[src/rtl/lab5_pkg.sv]
// lab5_pkg: constants shared by the lab5 data-memory I/O map and its input conditioner
package lab5_pkg;
    localparam int IO_WIDTH = 8;
    localparam int DEFAULT_DEBOUNCE_CYCLES = 4;
    typedef logic [IO_WIDTH-1:0] io_word_t;
endpackage

[src/rtl/debounce_bit.sv]
// debounce_bit: synchronizer, per-bit debounce counter and accepted-level flop for one input
module debounce_bit
    import lab5_pkg::*;
#(
    parameter int DEBOUNCE_CYCLES = DEFAULT_DEBOUNCE_CYCLES
) (
    input  logic clk,
    input  logic rst_n,
    input  logic raw,
    output logic level,
    output logic rise
);
    localparam int CW = $clog2(DEBOUNCE_CYCLES + 1);
    localparam logic [CW-1:0] LAST = CW'(DEBOUNCE_CYCLES - 1);

    logic          sync1;
    logic          sync2;
    logic [CW-1:0] cnt;
    logic          accept;

    // The counter judges the value entering sync2, so an accepted level lands
    // together with sync2 and DEBOUNCE_CYCLES=1 degenerates to a bare synchronizer.
    assign accept = (sync1 != level) && (cnt == LAST);
    assign rise   = accept && sync1;

    // Two-flop synchronizer plus run-length counter that only lets a new level through
    // after DEBOUNCE_CYCLES consecutive identical samples.
    always_ff @(posedge clk or negedge rst_n) begin
        if (!rst_n) begin
            sync1 <= 1'b0;
            sync2 <= 1'b0;
            cnt   <= '0;
            level <= 1'b0;
        end else begin
            sync1 <= raw;
            sync2 <= sync1;
            if (sync1 == level) begin
                cnt <= '0;
            end else if (accept) begin
                level <= sync1;
                cnt   <= '0;
            end else begin
                cnt <= cnt + 1'b1;
            end
        end
    end

    // sync2 mirrors the synchronized input for anyone probing the chain; the
    // debounce path itself never needs it once sync1 has been judged.
    logic unused_sync2;
    assign unused_sync2 = sync2;
endmodule

[src/rtl/io_input_conditioner.sv]
// io_input_conditioner: debounced levels and sticky rising-edge flags for the IOA/IOB windows
module io_input_conditioner
    import lab5_pkg::*;
#(
    parameter int WIDTH           = IO_WIDTH,
    parameter int DEBOUNCE_CYCLES = DEFAULT_DEBOUNCE_CYCLES
) (
    input  logic             CLK,
    input  logic             RESET,
    input  logic [WIDTH-1:0] RAW,
    input  logic             RD_EDGE,
    output logic [WIDTH-1:0] LEVEL,
    output logic [WIDTH-1:0] EDGE,
    output logic             CHANGED
);
    logic [WIDTH-1:0] rise;
    logic [WIDTH-1:0] level_q;

    for (genvar i = 0; i < WIDTH; i++) begin : g_bit
        debounce_bit #(
            .DEBOUNCE_CYCLES(DEBOUNCE_CYCLES)
        ) u_bit (
            .clk  (CLK),
            .rst_n(RESET),
            .raw  (RAW[i]),
            .level(LEVEL[i]),
            .rise (rise[i])
        );
    end

    // Sticky edge flags cleared by a CPU read, with a simultaneous rise winning;
    // CHANGED trails any LEVEL update by one cycle.
    always_ff @(posedge CLK or negedge RESET) begin
        if (!RESET) begin
            EDGE    <= '0;
            level_q <= '0;
            CHANGED <= 1'b0;
        end else begin
            EDGE    <= (EDGE & ~{WIDTH{RD_EDGE}}) | rise;
            level_q <= LEVEL;
            CHANGED <= |(LEVEL ^ level_q);
        end
    end
endmodule
[config.mk]
export PLATFORM = sky130hd
export DESIGN_NAME = io_input_conditioner
export DESIGN_NICKNAME = d
export VERILOG_FILES = /design/src/rtl/lab5_pkg.sv /design/src/rtl/debounce_bit.sv /design/src/rtl/io_input_conditioner.sv
export SDC_FILE = /design/constraint.sdc
export NUM_CORES = 1
export LEC_CHECK = 0
export BUFFER_PORTS_ARGS = -buffer_cell sky130_fd_sc_hd__buf_2
export CAP_MARGIN = 40
export CORE_MARGIN = 5
export CORE_UTILIZATION = 35
export CTS_BUF_LIST = sky130_fd_sc_hd__clkbuf_4
export DETAILED_ROUTE_END_ITERATION = 10
export MAX_ROUTING_LAYER = met4
export PLACE_DENSITY = 0.64
export REMOVE_ABC_BUFFERS = 1
export SLEW_MARGIN = 40
export SYNTH_ARGS = -nofsm -noshare
export SYNTH_HDL_FRONTEND = slang
export SYNTH_HIERARCHICAL = 1
export SYNTH_SLANG_ARGS = --single-unit
[constraint.sdc]
create_clock -name CLK -period 4 [get_ports CLK]
set_clock_uncertainty 0.1 [all_clocks]
set_input_delay 0 -clock CLK [delete_from_list [all_inputs] [get_ports CLK]]
set_output_delay 0 -clock CLK [all_outputs]
set_load 0.03 [all_outputs]
=== Yosys cells after proc, flatten, opt, wreduce, memory -nomap -nowiden ===
Index checks and enable logic that the tools add are counted.

* Add/subtract/negate cells: 8
* Eq/ne operators: 24
* Muxes and demuxes: 16
* Bitwise operators: 12
* Reductions and logical operators: 25

{| class="wikitable"
|+ Operators by type and width
! cell !! number
|-
| 3-bit two-way mux || 16
|-
| 3-bit by 1-bit adder with 3-bit output, second input constant || 8
|-
| 3-bit by 2-bit == test with 1-bit output, second input constant || 8
|-
| 1-bit logical AND || 16
|-
| 2-bit AND reduction || 8
|-
| 8-bit AND || 1
|-
| 1-bit == test || 8
|-
| 1-bit != test || 8
|-
| 1-bit NOT || 8
|-
| 8-bit NOT || 1
|-
| 8-bit bitwise OR || 1
|-
| 8-bit OR reduction || 1
|-
| 8-bit XOR || 1
|}

* Register bits: 57
* Input bits: 11
* Output and inout bits: 17
* Logic and storage cells: 112

=== Depth between registers and ports, before layout ===
* Depth after elaboration: 4
* Mapped depth: 4
* Gate-level depth less buffers: 4

=== By module ===
The synthesis kept the hierarchy.

{| class="wikitable"
|+ Modules (own cells, without submodules)
! module !! instances !! cells each !! area each (µm²) !! sequential area each (µm²)
|-
| debounce_bit || 8 || 13 || 214.0 || 125.1
|-
| io_input_conditioner || 1 || 37 || 575.6 || 425.4
|}

=== Least setup slack after synthesis ===
No wires, ideal clock.

* Kind: reg-to-reg
* From: register g_bit[2].u_bit.level
* To: register CHANGED
* Library setup time: 129 ps
* Arrival: 1041 ps
* Data required time: 3771 ps
* Slack: 2730 ps
* Stages on the path, launching flop included: 4
* Buffers on the path: 0
* Period minus slack after synthesis: 1270 ps
* Path through: dfrtp_1 xor2_1 nor4_1 nand2_1

* Cells in the longest elaborated chain, start to end: 2

{| class="wikitable"
|+ RTL lines
! element !! line !! text
|-
| start, declared || debounce_bit.sv:10 || <nowiki>output logic level,</nowiki>
|-
| start signal, assigned || debounce_bit.sv:40 || <nowiki>level <= sync1;</nowiki>
|-
| 8-bit XOR || io_input_conditioner.sv:41 || <nowiki>CHANGED <= |(LEVEL ^ level_q);</nowiki>
|-
| 8-bit OR reduction || io_input_conditioner.sv:41 ||
|-
| end signal, assigned || io_input_conditioner.sv:41 ||
|-
| end, declared || io_input_conditioner.sv:14 || <nowiki>output logic CHANGED</nowiki>
|}

No other way between the ends.
A chain may end at the register's enable or synchronous reset.

=== Worst setup path in the final report ===
* From: register g_bit[7].u_bit.cnt[0]
* To: register EDGE[7]

* Cells in the longest elaborated chain, start to end: 4

{| class="wikitable"
|+ RTL lines
! element !! line !! text
|-
| start, declared || debounce_bit.sv:18 || <nowiki>logic [CW-1:0] cnt;</nowiki>
|-
| start signal, assigned || debounce_bit.sv:43 || <nowiki>cnt <= cnt + 1'b1;</nowiki>
|-
| 3-bit by 2-bit == test with 1-bit output || debounce_bit.sv:23 || <nowiki>assign accept = (sync1 != level) && (cnt == LAST);</nowiki>
|-
| 1-bit logical AND || debounce_bit.sv:23 ||
|-
| 1-bit logical AND || debounce_bit.sv:24 || <nowiki>assign rise = accept && sync1;</nowiki>
|-
| via rise[7] || io_input_conditioner.sv:16 || <nowiki>logic [WIDTH-1:0] rise;</nowiki>
|-
| 8-bit bitwise OR || io_input_conditioner.sv:39 || <nowiki>EDGE <= (EDGE & ~{WIDTH{RD_EDGE}}) | rise;</nowiki>
|-
| end signal, assigned || io_input_conditioner.sv:39 ||
|-
| end, declared || io_input_conditioner.sv:13 || <nowiki>output logic [WIDTH-1:0] EDGE,</nowiki>
|}

The timed path passes the listed nets, and every way through them passes these cells.

==> results.py <==
metrics = {
    "placement": {
        "globalplace.congestion": 0.685,
        "placed_cells": 246,
        "port_buffers": 27,
        "dp_hpwl_mm": 2.42,
    },
    "finish": {
        "drive_above_1_share": 0.428,
        "final_common_cell": "dfrtp_1",
        "antenna_cells": 0,
        "synthToLayoutAreaGrowth_pct": 20.2,
        "fillers": 583,
        "layout_common_cells": "57 x dfrtp_1, 27 x buf_2, 12 x clkbuf_4, 9 x dlygate4sd3_1",
        "fin_nets": 208,
        "layout.cells.non_filler": 271,
    },
    "route": {
        "drtPass1Iterations": 3,
        "vias": 1207,
        "route.detailed.drc": 0,
        "drtAntennaViolNets": 0,
        "via_per_inst": 4.45,
        "drt-total-wl_mm": 3.62,
        "wire_per_inst_um": 13.4,
        "drt_first_iter_violations": 47,
    },
    "die": {
        "initial_utilization": 0.360,
        "ios": 28,
        "die_h_um": 90.8,
        "die_w_um": 90.8,
        "core_sq_um": 6350,
        "die-area_sq_um": 8250,
        "num_rows": 29,
    },
    "global_route": {
        "grt_max_degree": 58,
        "gr-total-overflow": 0,
        "grt_pass1_wl_mm": 6.31,
        "grt_antenna_before_repair": 0,
        "grt_pass1_vias": 1296,
        "gr-usage-all-layers": 0.104,
    },
    "worst_setup_path": {
        "cp_data_required_time_ns": 4.17,
        "cp_slowest_cell": "dfrtp_1",
        "cp_max_fo": 3,
        "critPathLaunchType": "register",
        "critPathCaptureType": "register",
        "slowest_delay_ns": 0.40,
        "critical_path_class": "reg2reg",
        "arrival_ns": 1.49,
        "path_cells": "ha_1 > nor2b_4 > and3b_2 > a21o_1",
    },
    "sta": {
        "fmax_mhz": 761,
        "finalHoldViolations": 0,
        "fin_crit_sh": 0.328,
        "tightest_slew_ns": 0.697,
        "relSlewSlack": 0.536,
        "finalCriticalPeriod_ns": 1.31,
        "finalSetupTns_ns": 0,
        "rsz0062_at_grt": "no",
        "setup_violations": 0,
        "drv_slew": 0,
    },
    "synthesis": {
        "netlist_instances": 141,
        "avgSynthCellArea_sq_um": 16.2,
        "yosys_warnings": 6,
        "synth_seq_cells": 57,
        "yosysUniqueCellTypes": 14,
        "seq_area_frac_synth": 0.624,
        "synth.cell_area_sq_um": 2290,
    },
    "outcome": {
        "status": "finished, final reports clean",
    },
    "clock_tree": {
        "clock_path_buffers": 2,
        "cts_made_buffers": 9,
        "cts_sinks": 57,
        "cts.root.buffer_cell": "clkbuf_4",
        "clk_pin_slew_ns": 0.10,
        "cts_tree": "built",
        "insertion_delay_ns": 0.38,
        "htree_levels": 3,
    },
    "run": {
        "maxCapViolCount": 0,
    },
    "pwr": {
        "leakage_nw": 1.39,
        "p_per_area_nw_per_um2": 680,
        "peakVddDrop_mv": 0.361,
    },
    "hold_path": {
        "hold_class": "in2reg",
    },
}
-- area by class of cell --
type,instances,area [sq um],area share
Tap cell,77,96.3,0.0350
Clock buffer,12,90.1,0.0328
Sequential cell,57,1430,0.519
Clock inverter,4,43.8,0.0159
Inverter,1,3.75,0.00136
Timing Repair Buffer,37,233,0.0846
Multi-Input combinational cell,83,857,0.312
-- critical path, delay by kind of cell, from the launching register on --
kind            cells  cell delay (ns)
compound gates      1             0.15
fa+ha+maj           1             0.23
flops               1             0.40
simple gates        2             0.33
-- cells by family after synthesis --
| family | share of synthesized area |
|---|---|
| flip-flops | 0.624 |
| AND/OR/NAND/NOR | 0.191 |
| XOR/XNOR | 0.0613 |
| AO/OA/AOI/OAI | 0.0263 |
| multiplexers | 0.0525 |
| adder cells (fa/ha/maj) | 0.0438 |
| buffers and inverters | 0.00164 |
-- synthesized netlist by cell type, drive strengths merged --
master / instances / area [sq um]
nor3: 8 / 80.1
xor2: 8 / 70.1
dfrtp: 57 / 1430
mux2: 8 / 120
and3b: 8 / 80.1
inv: 1 / 3.75
nand2: 1 / 3.75
ha: 8 / 100
nor3b: 8 / 100
nor4: 2 / 12.5
a21o: 8 / 60.1
nor2b: 16 / 160
xnor2: 8 / 70.1
-- state kept, by name (all words and copies together) (netlist names) --
signal / flops
g_bit.u_bit/cnt: 24
EDGE: 8
g_bit.u_bit/level: 8
g_bit.u_bit/sync1: 8
level_q: 8
CHANGED: 1
-- through the flow --
step	util	cell area, sq um	hold slack, ns	total power (W)	setup WS (ns)
finish	0.433	2750	0.0192	0.00187	2.69
global route	0.433	2750	0.00165	0.00201	2.57
global placement	0.398	2530	0.00796	0.00147	2.67
CTS	0.433	2750	0.00962	0.00191	2.68
floorplan	-	2290	-0.396	0.00133	2.73
detailed placement	0.398	2530	0.00975	0.00149	2.69
-- per-layer routing --
| metal | vias to the layer above | global-route usage | wire length (um) |
|---|---|---|---|
| met4 | 0 | 0.0513 | 40 |
| met5 | - | - | 0 |
| met2 | 20 | 0.143 | 1790 |
| met3 | 5 | 0.0492 | 157 |
| met1 | 602 | 0.127 | 1630 |
| li1 | 580 | - | - |
-- timing repair --
action,4_1_cts,5_1_grt
hold buffers,9,0
setup buffers,0,0
resized for setup,0,0
hold endpoints to repair,65,0
-- power by group --
part | switching [W] | internal [W]
combinational | 0.000306 | 0.000288
clock | 0.000192 | 0.000208
sequential | 0.000137 | 0.000739
-- worst paths after layout --
kind                                       start               endpoint  slack (ns)  depth (start not counted)
setup / recovery           g_bit[7].u_bit/cnt[0]                EDGE[7]        2.69                          4
hold / removal                           RD_EDGE                EDGE[6]        0.02                          3
setup reg to reg           g_bit[7].u_bit/cnt[0]                EDGE[7]        2.69                          4
hold reg to reg            g_bit[3].u_bit/cnt[0]  g_bit[3].u_bit/cnt[0]        0.35                          1
max in group asynchronous                  RESET   g_bit[3].u_bit/sync1        3.16                          3
min in group asynchronous                  RESET   g_bit[7].u_bit/level        0.17                          3
No activity file was read; power rests on OpenSTA's default activity.
